$ cat src/rtl/area_job_scheduler_pkg.sv
// Shared types and constants for the area job scheduler.
//   sched_state_t : scheduler FSM state encoding
//   RADIUS_W/AREA_W/ID_W : datapath and requester-index widths
//   cyc_next()    : cyclic successor of a requester index
package area_sched_pkg;

  localparam int unsigned RADIUS_W = 16;
  localparam int unsigned AREA_W   = 26;
  localparam int unsigned ID_W     = 3;
  localparam int unsigned CNT_W    = 8;

  typedef enum logic [1:0] {
    IDLE = 2'd0,
    RUN  = 2'd1,
    RESP = 2'd2
  } sched_state_t;

  // (idx + 1) mod n, for idx < n
  function automatic logic [ID_W-1:0] cyc_next(input logic [ID_W-1:0] idx,
                                               input int unsigned     n);
    logic [ID_W-1:0] nxt;
    nxt = idx + ID_W'(1);
    if (32'(idx) + 32'd1 >= n) nxt = '0;
    return nxt;
  endfunction

endpackage

$ cat src/rtl/area_job_scheduler_if.sv
// Bundle of all non-clock/reset signals of area_job_scheduler.
//   req_*      : per-requester valid/ready job intake, radius slice k at [16k+15:16k]
//   resp_*     : shared response bus (id, signed area, timeout error)
//   calc_*     : shared sphere-area datapath control and result
//   jobs_done  : completed non-error jobs (wrapping)
//   timeouts   : aborted jobs (saturating)
// master = scheduler view, slave = environment view.
interface area_job_scheduler_if
  import area_sched_pkg::*;
#(
  parameter int unsigned N_REQ = 4
) ();

  logic [N_REQ-1:0]          req_valid;
  logic [RADIUS_W*N_REQ-1:0] req_radius;
  logic [N_REQ-1:0]          req_ready;

  logic                      resp_valid;
  logic                      resp_ready;
  logic [ID_W-1:0]           resp_id;
  logic signed [AREA_W-1:0]  resp_area;
  logic                      resp_error;

  logic                      calc_en;
  logic [RADIUS_W-1:0]       calc_radius;
  logic signed [AREA_W-1:0]  calc_area;
  logic                      calc_rdy;

  logic [15:0]               jobs_done;
  logic [7:0]                timeouts;

  modport master (
    input  req_valid, req_radius, resp_ready, calc_area, calc_rdy,
    output req_ready, resp_valid, resp_id, resp_area, resp_error,
           calc_en, calc_radius, jobs_done, timeouts
  );

  modport slave (
    output req_valid, req_radius, resp_ready, calc_area, calc_rdy,
    input  req_ready, resp_valid, resp_id, resp_area, resp_error,
           calc_en, calc_radius, jobs_done, timeouts
  );

endinterface

$ cat src/rtl/area_job_scheduler_rr_arbiter.sv
// Combinational round-robin arbiter.
//   req    : request vector
//   ptr    : highest-priority index (owned by the caller)
//   gnt    : one-hot grant of the first request at or after ptr, cyclically
//   gnt_id : encoded grant index
//   any    : at least one request present
module rr_arbiter
  import area_sched_pkg::*;
#(
  parameter int unsigned N_REQ = 4
) (
  input  logic [N_REQ-1:0] req,
  input  logic [ID_W-1:0]  ptr,
  output logic [N_REQ-1:0] gnt,
  output logic [ID_W-1:0]  gnt_id,
  output logic             any
);

  // Two linear passes (indices >= ptr, then < ptr) give the cyclic search
  // without any modulo arithmetic on the index.
  always_comb begin
    gnt    = '0;
    gnt_id = '0;
    any    = 1'b0;
    for (int unsigned k = 0; k < N_REQ; k++) begin
      if (!any && k >= 32'(ptr) && req[k]) begin
        any    = 1'b1;
        gnt[k] = 1'b1;
        gnt_id = ID_W'(k);
      end
    end
    for (int unsigned k = 0; k < N_REQ; k++) begin
      if (!any && k < 32'(ptr) && req[k]) begin
        any    = 1'b1;
        gnt[k] = 1'b1;
        gnt_id = ID_W'(k);
      end
    end
  end

endmodule

$ cat src/rtl/area_job_scheduler.sv
// Round-robin scheduler sharing one sphere-area datapath among N_REQ
// requesters. Accepts one radius per job, holds calc_en/calc_radius steady
// while the datapath works, returns the result tagged with the requester id,
// and turns a missing calc_rdy into an error response after TIMEOUT cycles.
//   clk, rst : clock, synchronous active-high reset
//   bus      : area_job_scheduler_if master (requests, response, datapath, stats)
module area_job_scheduler
  import area_sched_pkg::*;
#(
  parameter int unsigned N_REQ   = 4,
  parameter int unsigned TIMEOUT = 64
) (
  input logic                 clk,
  input logic                 rst,
  area_job_scheduler_if.master bus
);

  localparam logic [CNT_W-1:0] CNT_LAST = CNT_W'(TIMEOUT - 1);

  sched_state_t             state_q, state_d;
  logic [ID_W-1:0]          ptr_q, ptr_d;
  logic [ID_W-1:0]          id_q, id_d;
  logic [RADIUS_W-1:0]      radius_q, radius_d;
  logic [CNT_W-1:0]         cnt_q, cnt_d;
  logic signed [AREA_W-1:0] area_q, area_d;
  logic                     err_q, err_d;
  logic                     rv_q, rv_d;
  logic                     en_q, en_d;
  logic [15:0]              done_q, done_d;
  logic [7:0]               to_q, to_d;

  logic [N_REQ-1:0]         gnt;
  logic [ID_W-1:0]          gnt_id;
  logic                     gnt_any;
  logic [RADIUS_W-1:0]      sel_radius;

  rr_arbiter #(.N_REQ(N_REQ)) u_arb (
    .req    (bus.req_valid),
    .ptr    (ptr_q),
    .gnt    (gnt),
    .gnt_id (gnt_id),
    .any    (gnt_any)
  );

  always_comb begin
    sel_radius = '0;
    for (int unsigned k = 0; k < N_REQ; k++) begin
      if (gnt[k]) sel_radius = bus.req_radius[k*RADIUS_W +: RADIUS_W];
    end
  end

  // Accept strobe is the only combinational output; masked during reset so
  // no requester sees an accept that the reset then discards.
  assign bus.req_ready = (state_q == IDLE && !rst) ? gnt : '0;

  always_comb begin
    state_d  = state_q;
    ptr_d    = ptr_q;
    id_d     = id_q;
    radius_d = radius_q;
    cnt_d    = cnt_q;
    area_d   = area_q;
    err_d    = err_q;
    rv_d     = rv_q;
    en_d     = en_q;
    done_d   = done_q;
    to_d     = to_q;
    case (state_q)
      IDLE: begin
        if (gnt_any) begin
          radius_d = sel_radius;
          id_d     = gnt_id;
          cnt_d    = '0;
          ptr_d    = cyc_next(gnt_id, N_REQ);
          en_d     = 1'b1;
          state_d  = RUN;
        end
      end
      RUN: begin
        cnt_d = cnt_q + CNT_W'(1);
        // calc_rdy takes precedence over a coincident timeout
        if (bus.calc_rdy) begin
          area_d  = bus.calc_area;
          err_d   = 1'b0;
          en_d    = 1'b0;
          rv_d    = 1'b1;
          state_d = RESP;
        end else if (cnt_q == CNT_LAST) begin
          area_d  = '0;
          err_d   = 1'b1;
          en_d    = 1'b0;
          rv_d    = 1'b1;
          state_d = RESP;
        end
      end
      RESP: begin
        if (bus.resp_ready) begin
          rv_d    = 1'b0;
          state_d = IDLE;
          if (err_q) begin
            if (to_q != 8'hFF) to_d = to_q + 8'd1;
          end else begin
            done_d = done_q + 16'd1;
          end
        end
      end
      default: begin
        state_d = IDLE;
        en_d    = 1'b0;
        rv_d    = 1'b0;
      end
    endcase
  end

  always_ff @(posedge clk) begin
    if (rst) begin
      state_q  <= IDLE;
      ptr_q    <= '0;
      id_q     <= '0;
      radius_q <= '0;
      cnt_q    <= '0;
      area_q   <= '0;
      err_q    <= 1'b0;
      rv_q     <= 1'b0;
      en_q     <= 1'b0;
      done_q   <= '0;
      to_q     <= '0;
    end else begin
      state_q  <= state_d;
      ptr_q    <= ptr_d;
      id_q     <= id_d;
      radius_q <= radius_d;
      cnt_q    <= cnt_d;
      area_q   <= area_d;
      err_q    <= err_d;
      rv_q     <= rv_d;
      en_q     <= en_d;
      done_q   <= done_d;
      to_q     <= to_d;
    end
  end

  assign bus.resp_valid  = rv_q;
  assign bus.resp_id     = id_q;
  assign bus.resp_area   = area_q;
  assign bus.resp_error  = err_q;
  assign bus.calc_en     = en_q;
  assign bus.calc_radius = radius_q;
  assign bus.jobs_done   = done_q;
  assign bus.timeouts    = to_q;

endmodule

$ cat src/flat_wrapper.sv
// flat-port wrapper written by rule: the top's interface ports become plain ports
module area_job_scheduler_flat import area_sched_pkg::*;
#(
  parameter int unsigned N_REQ   = 4,
  parameter int unsigned TIMEOUT = 64
)
  (clk, rst, bus_req_valid, bus_req_radius, bus_resp_ready, bus_calc_area, bus_calc_rdy, bus_req_ready, bus_resp_valid, bus_resp_id, bus_resp_area, bus_resp_error, bus_calc_en, bus_calc_radius, bus_jobs_done, bus_timeouts);
  area_job_scheduler_if #(.N_REQ(N_REQ)) bus_i ();
  input logic clk;
  input logic rst;
  input wire logic [$bits(bus_i.req_valid)-1:0] bus_req_valid;
  input wire logic [$bits(bus_i.req_radius)-1:0] bus_req_radius;
  input wire logic [$bits(bus_i.resp_ready)-1:0] bus_resp_ready;
  input wire logic [$bits(bus_i.calc_area)-1:0] bus_calc_area;
  input wire logic [$bits(bus_i.calc_rdy)-1:0] bus_calc_rdy;
  output wire logic [$bits(bus_i.req_ready)-1:0] bus_req_ready;
  output wire logic [$bits(bus_i.resp_valid)-1:0] bus_resp_valid;
  output wire logic [$bits(bus_i.resp_id)-1:0] bus_resp_id;
  output wire logic [$bits(bus_i.resp_area)-1:0] bus_resp_area;
  output wire logic [$bits(bus_i.resp_error)-1:0] bus_resp_error;
  output wire logic [$bits(bus_i.calc_en)-1:0] bus_calc_en;
  output wire logic [$bits(bus_i.calc_radius)-1:0] bus_calc_radius;
  output wire logic [$bits(bus_i.jobs_done)-1:0] bus_jobs_done;
  output wire logic [$bits(bus_i.timeouts)-1:0] bus_timeouts;
  assign bus_i.req_valid = bus_req_valid;
  assign bus_i.req_radius = bus_req_radius;
  assign bus_i.resp_ready = bus_resp_ready;
  assign bus_i.calc_area = bus_calc_area;
  assign bus_i.calc_rdy = bus_calc_rdy;
  assign bus_req_ready = bus_i.req_ready;
  assign bus_resp_valid = bus_i.resp_valid;
  assign bus_resp_id = bus_i.resp_id;
  assign bus_resp_area = bus_i.resp_area;
  assign bus_resp_error = bus_i.resp_error;
  assign bus_calc_en = bus_i.calc_en;
  assign bus_calc_radius = bus_i.calc_radius;
  assign bus_jobs_done = bus_i.jobs_done;
  assign bus_timeouts = bus_i.timeouts;
  area_job_scheduler #(.N_REQ(N_REQ), .TIMEOUT(TIMEOUT)) u_core (.clk(clk), .rst(rst), .bus(bus_i));
endmodule
$ cat config.mk
export PLATFORM = sky130hd
export DESIGN_NAME = area_job_scheduler_flat
export DESIGN_NICKNAME = d
export VERILOG_FILES = /design/src/rtl/area_job_scheduler_pkg.sv /design/src/rtl/area_job_scheduler_if.sv /design/src/rtl/area_job_scheduler_rr_arbiter.sv /design/src/rtl/area_job_scheduler.sv /design/src/flat_wrapper.sv
export SDC_FILE = /design/constraint.sdc
export NUM_CORES = 1
export LEC_CHECK = 0
export CORE_MARGIN = 3
export CORE_UTILIZATION = 46
export CTS_CLUSTER_DIAMETER = 100
export DETAILED_ROUTE_END_ITERATION = 8
export PLACE_DENSITY = 0.88
export SYNTH_ARGS = -nofsm -noshare
export SYNTH_HDL_FRONTEND = slang
export SYNTH_SLANG_ARGS = --single-unit
$ cat constraint.sdc
create_clock -name clk -period 3.42 [get_ports clk]
set_input_delay 0.684 -clock clk [delete_from_list [all_inputs] [get_ports clk]]
set_output_delay 0.684 -clock clk [all_outputs]
set_load 0.03 [all_outputs]
Word-level counts from Yosys, hierarchy flattened
Cells that the tools add are included.
Operators by class
  add/sub/neg operators: 5
  order comparisons: 9
  equality and inequality tests: 7
  mux-type cells: 46
  bitwise operators: 3
  reduce and logical (&&, ||, !) cells: 35
Operator list (number)
  2-to-1 mux 16 bit: 4
  2-to-1 mux 26 bit: 2
  greater-or-equal comparator 32 x 3 -> 1 bit, second input constant: 1
  2-to-1 mux 1 bit: 23
  2-to-1 mux 3 bit: 7
  adder 16 x 1 -> 16 bit, second input constant: 1
  adder 8 x 1 -> 8 bit, second input constant: 2
  logical AND 1 bit: 16
  one-hot mux 8 bit (2 select lines): 1
  AND reduction 3 bit: 4
  equality test 8 x 6 -> 1 bit, second input constant: 1
  zero test 1 bit: 8
  2-to-1 mux 2 bit: 4
  2-to-1 mux 8 bit: 1
  inequality test 8 bit, second input constant: 1
  greater-or-equal comparator 1 x 3 -> 1 bit, first input constant: 2
  greater-or-equal comparator 2 x 3 -> 1 bit, first input constant: 2
  less-than comparator 1 x 3 -> 1 bit, first input constant: 2
  less-than comparator 2 x 3 -> 1 bit, first input constant: 2
  one-hot mux 1 bit (3 select lines): 2
  one-hot mux 2 bit (3 select lines): 1
  AND reduction 2 bit: 3
  adder 3 x 1 -> 4 bit, second input constant: 1
  2-to-1 mux 4 bit: 1
  10 further kinds: 13
Storage, ports and cells
  flip-flop bits (word level): 85
  input port bits: 98
  output and inout bits: 76
  word-level logic and storage cells: 116

Longest topological paths before layout
Gate-level depths: netlist of the first run.
  word-level depth: 34
  gate-level depth with buffers: 9
  mapped depth without buffers: 7

Hierarchy
From an unflattened synthesis of the first run, not the netlist that was laid out.
Second synthesis, totals
  cell total of the unflattened synthesis: 462
  area total of the unflattened synthesis: 4038.9 sq um
By module, submodules not included
  area_job_scheduler: times used 1, cells an instance 428, area each 3826.2 sq um, sequential area each 1701.6 sq um
  rr_arbiter: times used 1, cells an instance 34, area each 212.7 sq um, sequential area each 0.0 sq um

Worst setup path after synthesis of the first run
No wires, ideal clock.
  path kind: in2out
  start point: input bus_req_valid[1]
  end point: output bus_req_ready[3]
  arrival time: 1.877 ns
  required time: 2.736 ns
  setup slack: 0.858 ns
  stages: 5
  buffers on the path: 2
  cell sequence: buf_6 -> a21oi_1 -> o31ai_1 -> clkbuf_1 -> nor3_1
Between the ends
  longest elaborated chain between the ends: 27
  elaborated cells on any way between the ends: 28
  classes of those cells: mux (9); reduce/logical (19)
Ends and longest elaborated chain
  start, declared: RTL line flat_wrapper.sv:11  | input wire logic [$bits(bus_i.req_valid)-1:0] bus_req_valid;
  logical AND 1 bit: RTL line area_job_scheduler_rr_arbiter.sv:26  | if (!any && k >= 32'(ptr) && req[k]) begin
  2-to-1 mux 1 bit: RTL line area_job_scheduler_rr_arbiter.sv:26
  zero test 1 bit: RTL line area_job_scheduler_rr_arbiter.sv:26
  logical AND 1 bit (2 in series): RTL line area_job_scheduler_rr_arbiter.sv:26
  2-to-1 mux 1 bit: RTL line area_job_scheduler_rr_arbiter.sv:26
  zero test 1 bit: RTL line area_job_scheduler_rr_arbiter.sv:26
  logical AND 1 bit (2 in series): RTL line area_job_scheduler_rr_arbiter.sv:26
  2-to-1 mux 1 bit: RTL line area_job_scheduler_rr_arbiter.sv:26
  [... 7 more ...]
  2-to-1 mux 1 bit: RTL line area_job_scheduler_rr_arbiter.sv:33  | if (!any && k < 32'(ptr) && req[k]) begin
  zero test 1 bit: RTL line area_job_scheduler_rr_arbiter.sv:33
  logical AND 1 bit (2 in series): RTL line area_job_scheduler_rr_arbiter.sv:33
  2-to-1 mux 1 bit: RTL line area_job_scheduler_rr_arbiter.sv:33
  zero test 1 bit: RTL line area_job_scheduler_rr_arbiter.sv:33
  logical AND 1 bit (2 in series): RTL line area_job_scheduler_rr_arbiter.sv:33
  2-to-1 mux 1 bit (*): RTL line area_job_scheduler_rr_arbiter.sv:33
  2-to-1 mux 4 bit (*): RTL line area_job_scheduler.sv:54  | assign bus.req_ready = (state_q == IDLE && !rst) ? gnt : '0;
  end, declared: RTL line flat_wrapper.sv:16  | output wire logic [$bits(bus_i.req_ready)-1:0] bus_req_ready;
Every way passes the cells marked *; elsewhere a longest branch is shown, timed or not.

Worst setup path in the final report of the first run
  start point: input bus_req_valid[1]
  end point: output bus_req_ready[0]
Between the ends
  longest elaborated chain between the ends: 15
Ends and longest elaborated chain (RTL line)
  logical AND 1 bit (*): area_job_scheduler_rr_arbiter.sv:26
  2-to-1 mux 1 bit (*): area_job_scheduler_rr_arbiter.sv:26
  zero test 1 bit: area_job_scheduler_rr_arbiter.sv:26
  logical AND 1 bit (2 in series): area_job_scheduler_rr_arbiter.sv:26
  2-to-1 mux 1 bit (*): area_job_scheduler_rr_arbiter.sv:26
  zero test 1 bit: area_job_scheduler_rr_arbiter.sv:26
  logical AND 1 bit (2 in series): area_job_scheduler_rr_arbiter.sv:26
  2-to-1 mux 1 bit (*): area_job_scheduler_rr_arbiter.sv:26
  zero test 1 bit (*): area_job_scheduler_rr_arbiter.sv:33
  logical AND 1 bit (*) (2 in series): area_job_scheduler_rr_arbiter.sv:33
  2-to-1 mux 1 bit (*): area_job_scheduler_rr_arbiter.sv:33
  2-to-1 mux 4 bit (*): area_job_scheduler.sv:54
Marks and branches as above.

==> flow_summary.rst, run 1 <==
.. list-table::
   :header-rows: 1

   * - Metric
     - Value
   * - Utilization after layout
     - 0.711
   * - Routed wire length
     - 12100 um
   * - Drt via density
     - 5.65
   * - Outcome
     - finished, final reports clean
   * - Register area share after synthesis
     - 0.414
   * - Worst setup slack after placement
     - 0.457 ns
   * - Number of synthesis warnings
     - 0
   * - Overall power after layout
     - 2.55 mW
   * - Post-synthesis compound-gate area fraction
     - 0.260
   * - Multiplexer fraction of the synthesized cell area
     - 0.0185
   * - Post-CTS Resized
     - 0
   * - WL/cell
     - 17.1 um
   * - Routed length on met2
     - 6030 um
   * - Quantity of I/O buffers inserted on ports
     - 172
   * - Number of search-and-repair iterations in the first detailed-routing pass
     - 5
   * - Initial core utilization
     - 0.484
   * - Reg2reg end
     - u_core.bus.resp_area[5]
   * - Critical path endpoint
     - bus_req_ready[0]
   * - Slew at the pin closest to its max-slew limit
     - 1.18 ns
   * - Postcts setup bufs
     - 0
   * - Antenna violations before repair
     - 0
   * - Maximum resistive drop on vdd
     - 0.224 mV
   * - Fraction of synthesis flops using an asynchronous set or reset pin
     - 0
   * - Layout area overhead
     - 46.7%
   * - Number of global-route vias before repair
     - 4149
   * - Maximum number of pins on one net before global-route repair
     - 42
   * - Filler Cell Count
     - 637
   * - Core Footprint
     - 8380 um2
   * - Total number of vias
     - 4012
   * - Maximum clock frequency
     - 0.343 GHz
   * - Area post-placement
     - 5770 um2
   * - Critical path type
     - in2out
   * - Clock-pin slew on the worst setup and hold paths
     - 0.09 ns
   * - Post-route worst setup slack
     - 0.508 ns
   * - Time the final worst path needs with I/O delays and setup
     - 2.91 ns
   * - Maximum fanout along the worst path
     - 9
   * - Met1 Wirelength
     - 4850 um
   * - Setup-failing EPs final
     - 0
   * - Share of the clock period used by the worst path
     - 0.852
   * - Hold_ws
     - 0.481 ns
   * - RSZ-0062 raised after global routing
     - false
   * - Final sum of negative setup slack
     - 0 ns
   * - Total count of hold-check failures in the final report
     - 0
   * - Die footprint
     - 9990 um2
   * - Number of distinct library cells after synthesis
     - 59
   * - Clock skew
     - 0.0130 ns
   * - Skew-Pair Late Insertion Delay
     - 0.35 ns
   * - Post-layout instance count excluding filler cells
     - 710
   * - Count of cells along the worst register-to-register path
     - 6
   * - Ratio of total power to cell area
     - 428 nW/um2
   * - CP startpoint
     - bus_req_valid[1]
   * - Die outline width
     - 99.9 um
   * - Root Driver
     - clkbuf_8
   * - GR Overflow Total
     - 0
   * - Type of element capturing the critical path
     - primary output
   * - CTS sink cnt
     - 84
   * - Post-synthesis area per instance
     - 9.16 um2
   * - HPWL reported at the end of detailed placement
     - 8830 um
   * - Netlist area before placement
     - 4060 um2
   * - H-tree levels
     - 3
   * - Cell Rows
     - 33
   * - Final net count
     - 702
   * - Clock buffer count from CTS
     - 9
   * - Clock tree from TritonCTS
     - yes
   * - Initial DRC Count
     - 236
   * - Number of antenna cells inserted
     - 0
   * - Post-synthesis xor/xnor area fraction
     - 0.0410
   * - Max Cap Viol
     - 0
   * - Post-Synth Adder-Cell Area
     - 0.0123
   * - Worst slew margin relative to its limit
     - 0.210
   * - Highest layer used for signal routing
     - met4
   * - CP Launch Type
     - input pin
   * - Syn_nets
     - 545
   * - Number of instances in the synthesized netlist
     - 443
   * - Total length of routed met3 wires
     - 1140 um
   * - Largest family of logic cells by synthesized area
     - compound AO/OA/AOI/OAI gates
   * - Synthesized flop and latch total
     - 84
   * - Number of buffers inserted by hold repair at cts
     - 0
   * - Routed Antenna Nets
     - 0
   * - Total global routing track utilization
     - 0.238
   * - Max-slew violations
     - 0
   * - Post-layout instance area
     - 5960 um2
   * - Startpoint of the worst-slack reg-to-reg timing path
     - u_core.cnt_q[0]
   * - I/O Pins
     - 174
   * - Fraction of layout instances using a drive strength above 1
     - 0.0876
   * - Number of enable-type register cells in the synthesized netlist
     - 0
   * - Global-route wire length before repair
     - 19400 um
   * - Placed cells
     - 694
   * - Sequential cell area
     - 1680 um2
   * - Most instantiated flip-flop cell in the synthesis netlist
     - dfxtp_1
   * - Worst endpoint required time
     - 2.74 ns
   * - Worst-case clock buffer depth
     - 2
   * - Final GP Congestion
     - 0.909
   * - Type of the most critical hold path
     - reg2reg
   * - Die outline height
     - 99.9 um
   * - DRC violations left
     - 0
   * - Arrival time of the worst setup path
     - 2.23 ns
   * - Simple-gate area share of the yosys netlist
     - 0.202
   * - Register-to-Register Setup Slack
     - 1.05 ns
   * - Lkg Pwr
     - 2.14 nW
   * - Area of the multi-input gates
     - 2170 um2
-- where the power goes --
part	switching (mW)	leakage (nW)	internal, mW
combinational	0.412	1.36	0.356
clock	0.392	0.0886	0.276
sequential	0.0585	0.686	1.06
-- flip-flops by register name, summed over array words and instances (netlist names) --
register,cells
u_core.bus.resp_error,1
u_core.bus.calc_radius,16
u_core.bus.calc_en,1
u_core.bus.timeouts,8
u_core.cnt_q,8
u_core.bus.jobs_done,16
u_core.state_q,2
u_core.ptr_q,3
u_core.bus.resp_valid,1
u_core.bus.resp_area,26
u_core.bus.resp_id,2
-- per-layer routing --
layer	up-vias	track usage
met5	-	0
met4	0	0.0840
met3	14	0.0598
met2	177	0.409
met1	1860	0.287
li1	1961	-
-- cell usage in the layout, fill, tap and decap left out, types with 11 or more instances in the layout --
master / Yosys / final
nand3b_1: 18 / 18
a221oi_2: 11 / 11
a21oi_1: 45 / 45
o211ai_1: 17 / 17
xor2_1: 12 / 12
or3_1: 19 / 19
clkdlybuf4s50_1: 0 / 168
nand2_1: 15 / 15
nor2_1: 44 / 44
dfxtp_1: 84 / 84
a22o_1: 26 / 26
-- worst max-delay path: stages --
cell and delay [ns]:
clkdlybuf4s50_1 0.71, o2bb2ai_1 0.12, a221oi_1 0.39, nor3_1 0.12, buf_4 0.19
-- cells in the mapped netlist (2+ instances only) --
| cell type | n | area, um2 |
|---|---|---|
| and4_1 | 2 | 17.5 |
| nor2_1 | 44 | 165 |
| o211ai_1 | 17 | 128 |
| xor2_1 | 12 | 105 |
| buf_4 | 3 | 22.5 |
| a22oi_1 | 5 | 37.5 |
| nand2_1 | 15 | 56.3 |
| nand4_1 | 4 | 25.0 |
| or3_1 | 19 | 119 |
| and3_1 | 6 | 37.5 |
| nand3_1 | 10 | 50.1 |
| buf_1 | 2 | 7.51 |
| nand3b_1 | 18 | 135 |
| ha_1 | 4 | 50.1 |
| mux2i_1 | 3 | 30.0 |
| clkbuf_1 | 12 | 45.0 |
| xnor2_1 | 7 | 61.3 |
| o211a_1 | 2 | 20.0 |
| and2_1 | 2 | 12.5 |
| a221oi_1 | 7 | 61.3 |
| a221oi_2 | 11 | 165 |
| mux2_2 | 4 | 45.0 |
| a22o_1 | 26 | 228 |
| or2_2 | 3 | 18.8 |
| nor3_1 | 10 | 50.1 |
| nand2b_1 | 2 | 12.5 |
| a21oi_1 | 45 | 225 |
| o21ai_0 | 9 | 45.0 |
| dfxtp_1 | 84 | 1680 |
| buf_6 | 4 | 45.0 |
| o31ai_1 | 2 | 15.0 |
| o311a_1 | 2 | 20.0 |
| buf_2 | 9 | 45.0 |
| inv_1 | 9 | 33.8 |
| a21o_1 | 2 | 15.0 |
| nor2b_1 | 3 | 18.8 |
| nor3b_1 | 2 | 15.0 |
-- worst min path at each step --
stage	start	endpoint	slack, ns	cells past startpoint
after floorplan	u_core.cnt_q[0]	u_core.cnt_q[0]	0.47	2
after global placement	u_core.bus.resp_area[6]	u_core.bus.resp_area[6]	0.46	1
after detailed placement	u_core.bus.resp_area[22]	u_core.bus.resp_area[22]	0.45	1
after CTS	u_core.bus.resp_area[3]	u_core.bus.resp_area[3]	0.48	1
after global routing	u_core.bus.resp_area[22]	u_core.bus.resp_area[22]	0.49	1
final	u_core.bus.resp_area[14]	u_core.bus.resp_area[14]	0.48	1
-- logic make-up after synthesis --
kind of cell,Yosys count
multiplexers,7
other,1
adder cells (fa/ha/maj),4
XOR/XNOR,19
AO/OA/AOI/OAI,139
flip-flops,84
buffers and inverters,41
AND/OR/NAND/NOR,148
-- final cells by class --
cell class,count,share of cell area
inverters,10,0.00630
clock buffers,9,0.0208
multi-input cells,318,0.365
well taps,105,0.0221
clock inverters,7,0.00966
repair buffers,177,0.294
flip-flops and latches,84,0.282
No activity file was read; power rests on OpenSTA's default activity.
==> run 2: changes to the inputs <==
--- a/config.mk
+++ b/config.mk
@@ -5,6 +5,7 @@
 export SDC_FILE = /design/constraint.sdc
 export NUM_CORES = 1
 export LEC_CHECK = 0
+export ABC_CLOCK_PERIOD_IN_PS = 3420
 export CORE_MARGIN = 3
 export CORE_UTILIZATION = 46
 export CTS_CLUSTER_DIAMETER = 100
==> results of run 2 <==
The final DEF is identical to that of run 1; final timing and power are the same.
==> run 3: changes to the inputs <==
--- a/config.mk
+++ b/config.mk
@@ -5,12 +5,12 @@
 export SDC_FILE = /design/constraint.sdc
 export NUM_CORES = 1
 export LEC_CHECK = 0
-export ABC_CLOCK_PERIOD_IN_PS = 3420
+export ABC_CLOCK_PERIOD_IN_PS = 2350
 export CORE_MARGIN = 3
-export CORE_UTILIZATION = 46
+export CORE_UTILIZATION = 39
 export CTS_CLUSTER_DIAMETER = 100
 export DETAILED_ROUTE_END_ITERATION = 8
-export PLACE_DENSITY = 0.88
+export PLACE_DENSITY = 0.8
 export SYNTH_ARGS = -nofsm -noshare
 export SYNTH_HDL_FRONTEND = slang
 export SYNTH_SLANG_ARGS = --single-unit
==> constraint.sdc (replaced) <==
create_clock -name clk -period 2.35 [get_ports clk]
set_input_delay 0.47 -clock clk [delete_from_list [all_inputs] [get_ports clk]]
set_output_delay 0.47 -clock clk [all_outputs]
set_load 0.03 [all_outputs]
==> flow_summary.rst, run 3 (synthesis results as in run 1) <==
.. list-table::
   :header-rows: 1

   * - Metric
     - Value
   * - Outcome
     - finished with violations
   * - Violated checks
     - setup timing
   * - Register-to-Register Setup Slack
     - 0.16 ns
   * - Skew-Pair Late Insertion Delay
     - 0.34 ns
   * - Post-layout instance area
     - 6250 um2
   * - Clock tree from TritonCTS
     - yes
   * - Share of the clock period used by the worst path
     - 1.01
   * - Maximum number of pins on one net before global-route repair
     - 36
   * - Worst-case clock buffer depth
     - 2
   * - Placed cells
     - 740
   * - Cell family with the largest share of critical-path delay
     - buffers and inverters
   * - H-tree levels
     - 3
   * - Number of global-route vias before repair
     - 4370
   * - Cell Rows
     - 36
   * - Layout area overhead
     - 53.9%
   * - Leading cell types in the layout, fill and taps excluded
     - clkdlybuf4s50_1 (165), dfxtp_1 (81), a21oi_1 (45)
   * - HPWL reported at the end of detailed placement
     - 9860 um
   * - Clock skew
     - 0.0110 ns
   * - Worst endpoint required time
     - 1.88 ns
   * - Total count of hold-check failures in the final report
     - 0
   * - Fraction of layout instances using a drive strength above 1
     - 0.129
   * - Arrival time of the worst setup path
     - 1.90 ns
   * - Utilization after layout
     - 0.628
   * - Die outline width
     - 108 um
   * - Time the final worst path needs with I/O delays and setup
     - 2.37 ns
   * - Number of buffers inserted by hold repair at cts
     - 0
   * - Clock-pin slew on the worst setup and hold paths
     - 0.08 ns
   * - Sequential cell area
     - 1690 um2
   * - Routed wire length
     - 13700 um
   * - Max-slew violations
     - 0
   * - Setup-failing EPs final
     - 1
   * - Maximum fanout along the worst path
     - 6
   * - Slowest stage cell, crit path
     - clkdlybuf4s50_1
   * - Root Driver
     - clkbuf_8
   * - Initial DRC Count
     - 358
   * - Most common cell type on the critical path
     - buf_4
   * - Initial core utilization
     - 0.408
   * - Hold_ws
     - 0.482 ns
   * - Filler Cell Count
     - 834
   * - Routed Antenna Nets
     - 0
   * - Area post-placement
     - 5970 um2
   * - Max Cap Viol
     - 0
   * - Final GP Congestion
     - 1.02
   * - I/O Pins
     - 174
   * - Global-route wire length before repair
     - 21600 um
   * - Core Footprint
     - 9950 um2
   * - WL/cell
     - 18.1 um
   * - Worst setup slack after placement
     - -0.357 ns
   * - Leading cell type in the layout, fill and taps excluded
     - clkdlybuf4s50_1
   * - Clock buffer count from CTS
     - 9
   * - GR Overflow Total
     - 0
   * - Type of element capturing the critical path
     - primary output
   * - Antenna violations before repair
     - 0
   * - Quantity of I/O buffers inserted on ports
     - 172
   * - Maximum resistive drop on vdd
     - 0.382 mV
   * - Number of search-and-repair iterations in the first detailed-routing pass
     - 5
   * - CTS sink cnt
     - 84
   * - DRC violations left
     - 0
   * - Overall power after layout
     - 3.87 mW
   * - Die outline height
     - 108 um
   * - Die footprint
     - 11700 um2
   * - Final net count
     - 725
   * - Worst slew margin relative to its limit
     - 0.319
   * - Drt via density
     - 5.67
   * - Maximum clock frequency
     - 0.423 GHz
   * - Area of the multi-input gates
     - 2210 um2
   * - Lkg Pwr
     - 2.29 nW
   * - Ratio of total power to cell area
     - 620 nW/um2
   * - Count of buffer and inverter cells on the critical path
     - 4
   * - CP Launch Type
     - input pin
   * - Type of the most critical hold path
     - reg2reg
   * - Final sum of negative setup slack
     - -0.0168 ns
   * - Peak per-stage delay on the critical path
     - 0.50 ns
   * - Total number of vias
     - 4301
   * - Number of flip-flops under the largest register name
     - 26
   * - Critical path type
     - in2out
   * - Slew at the pin closest to its max-slew limit
     - 1.02 ns
   * - Post-layout instance count excluding filler cells
     - 759
   * - Total global routing track utilization
     - 0.228
   * - Number of antenna cells inserted
     - 0
   * - Post-route worst setup slack
     - -0.0168 ns
   * - Cell-by-cell listing of the critical path
     - clkdlybuf4s50_1 > buf_4 > o21ai_1 > a221oi_2 > buf_4 > nor3_1 > buf_4
## run 3: cell types whose count changed in the layout (fill, tap and decap cells not counted), moves of 2 or more
cell,before,now
buf_4,9,29
clkdlybuf4s50_1,168,165
dfxtp_1,84,81
inv_6,3,0
buf_12,0,2
dfxtp_4,0,2
dlymetal6s2s_1,0,2
## run 3: per-layer routing
layer,part of all wire,GRT usage,vias up
li1,-,-,2005
met1,0.41,0.263,2074
met2,0.49,0.402,193
met3,0.079,0.0585,29
met4,0.027,0.0902,0
met5,0,0,-
## run 3: path summary, 6_finish.rpt
check	end	from	depth (start not counted)
max	bus_req_ready[0]	bus_req_valid[3]	7
min	u_core.bus.resp_area[0]	u_core.bus.resp_area[0]	1
max reg2reg	u_core.bus.calc_radius[3]	u_core.ptr_q[1]	6
min reg2reg	u_core.bus.resp_area[0]	u_core.bus.resp_area[0]	1
## run 3: final cells by class
| cell class | instances | share of cell area |
|---|---|---|
| Multi-Input combinational cell | 318 | 0.354 |
| Timing Repair Buffer | 200 | 0.313 |
| Sequential cell | 84 | 0.271 |
| Tap cell | 133 | 0.0266 |
| Clock buffer | 10 | 0.0220 |
| Clock inverter | 4 | 0.00821 |
| Inverter | 10 | 0.00601 |
## run 3: power breakdown
part           internal (mW)  switching [mW]
sequential              1.54          0.0937
clock                  0.509           0.513
combinational          0.578           0.639
total                   2.63            1.25
## run 3: repair_timing
action / 4_1_cts / 5_1_grt
buffers inserted: 1 / 4
setup endpoints to repair: 28 / 19
pin swaps: 1 / 4
gates resized for setup: 8 / 8
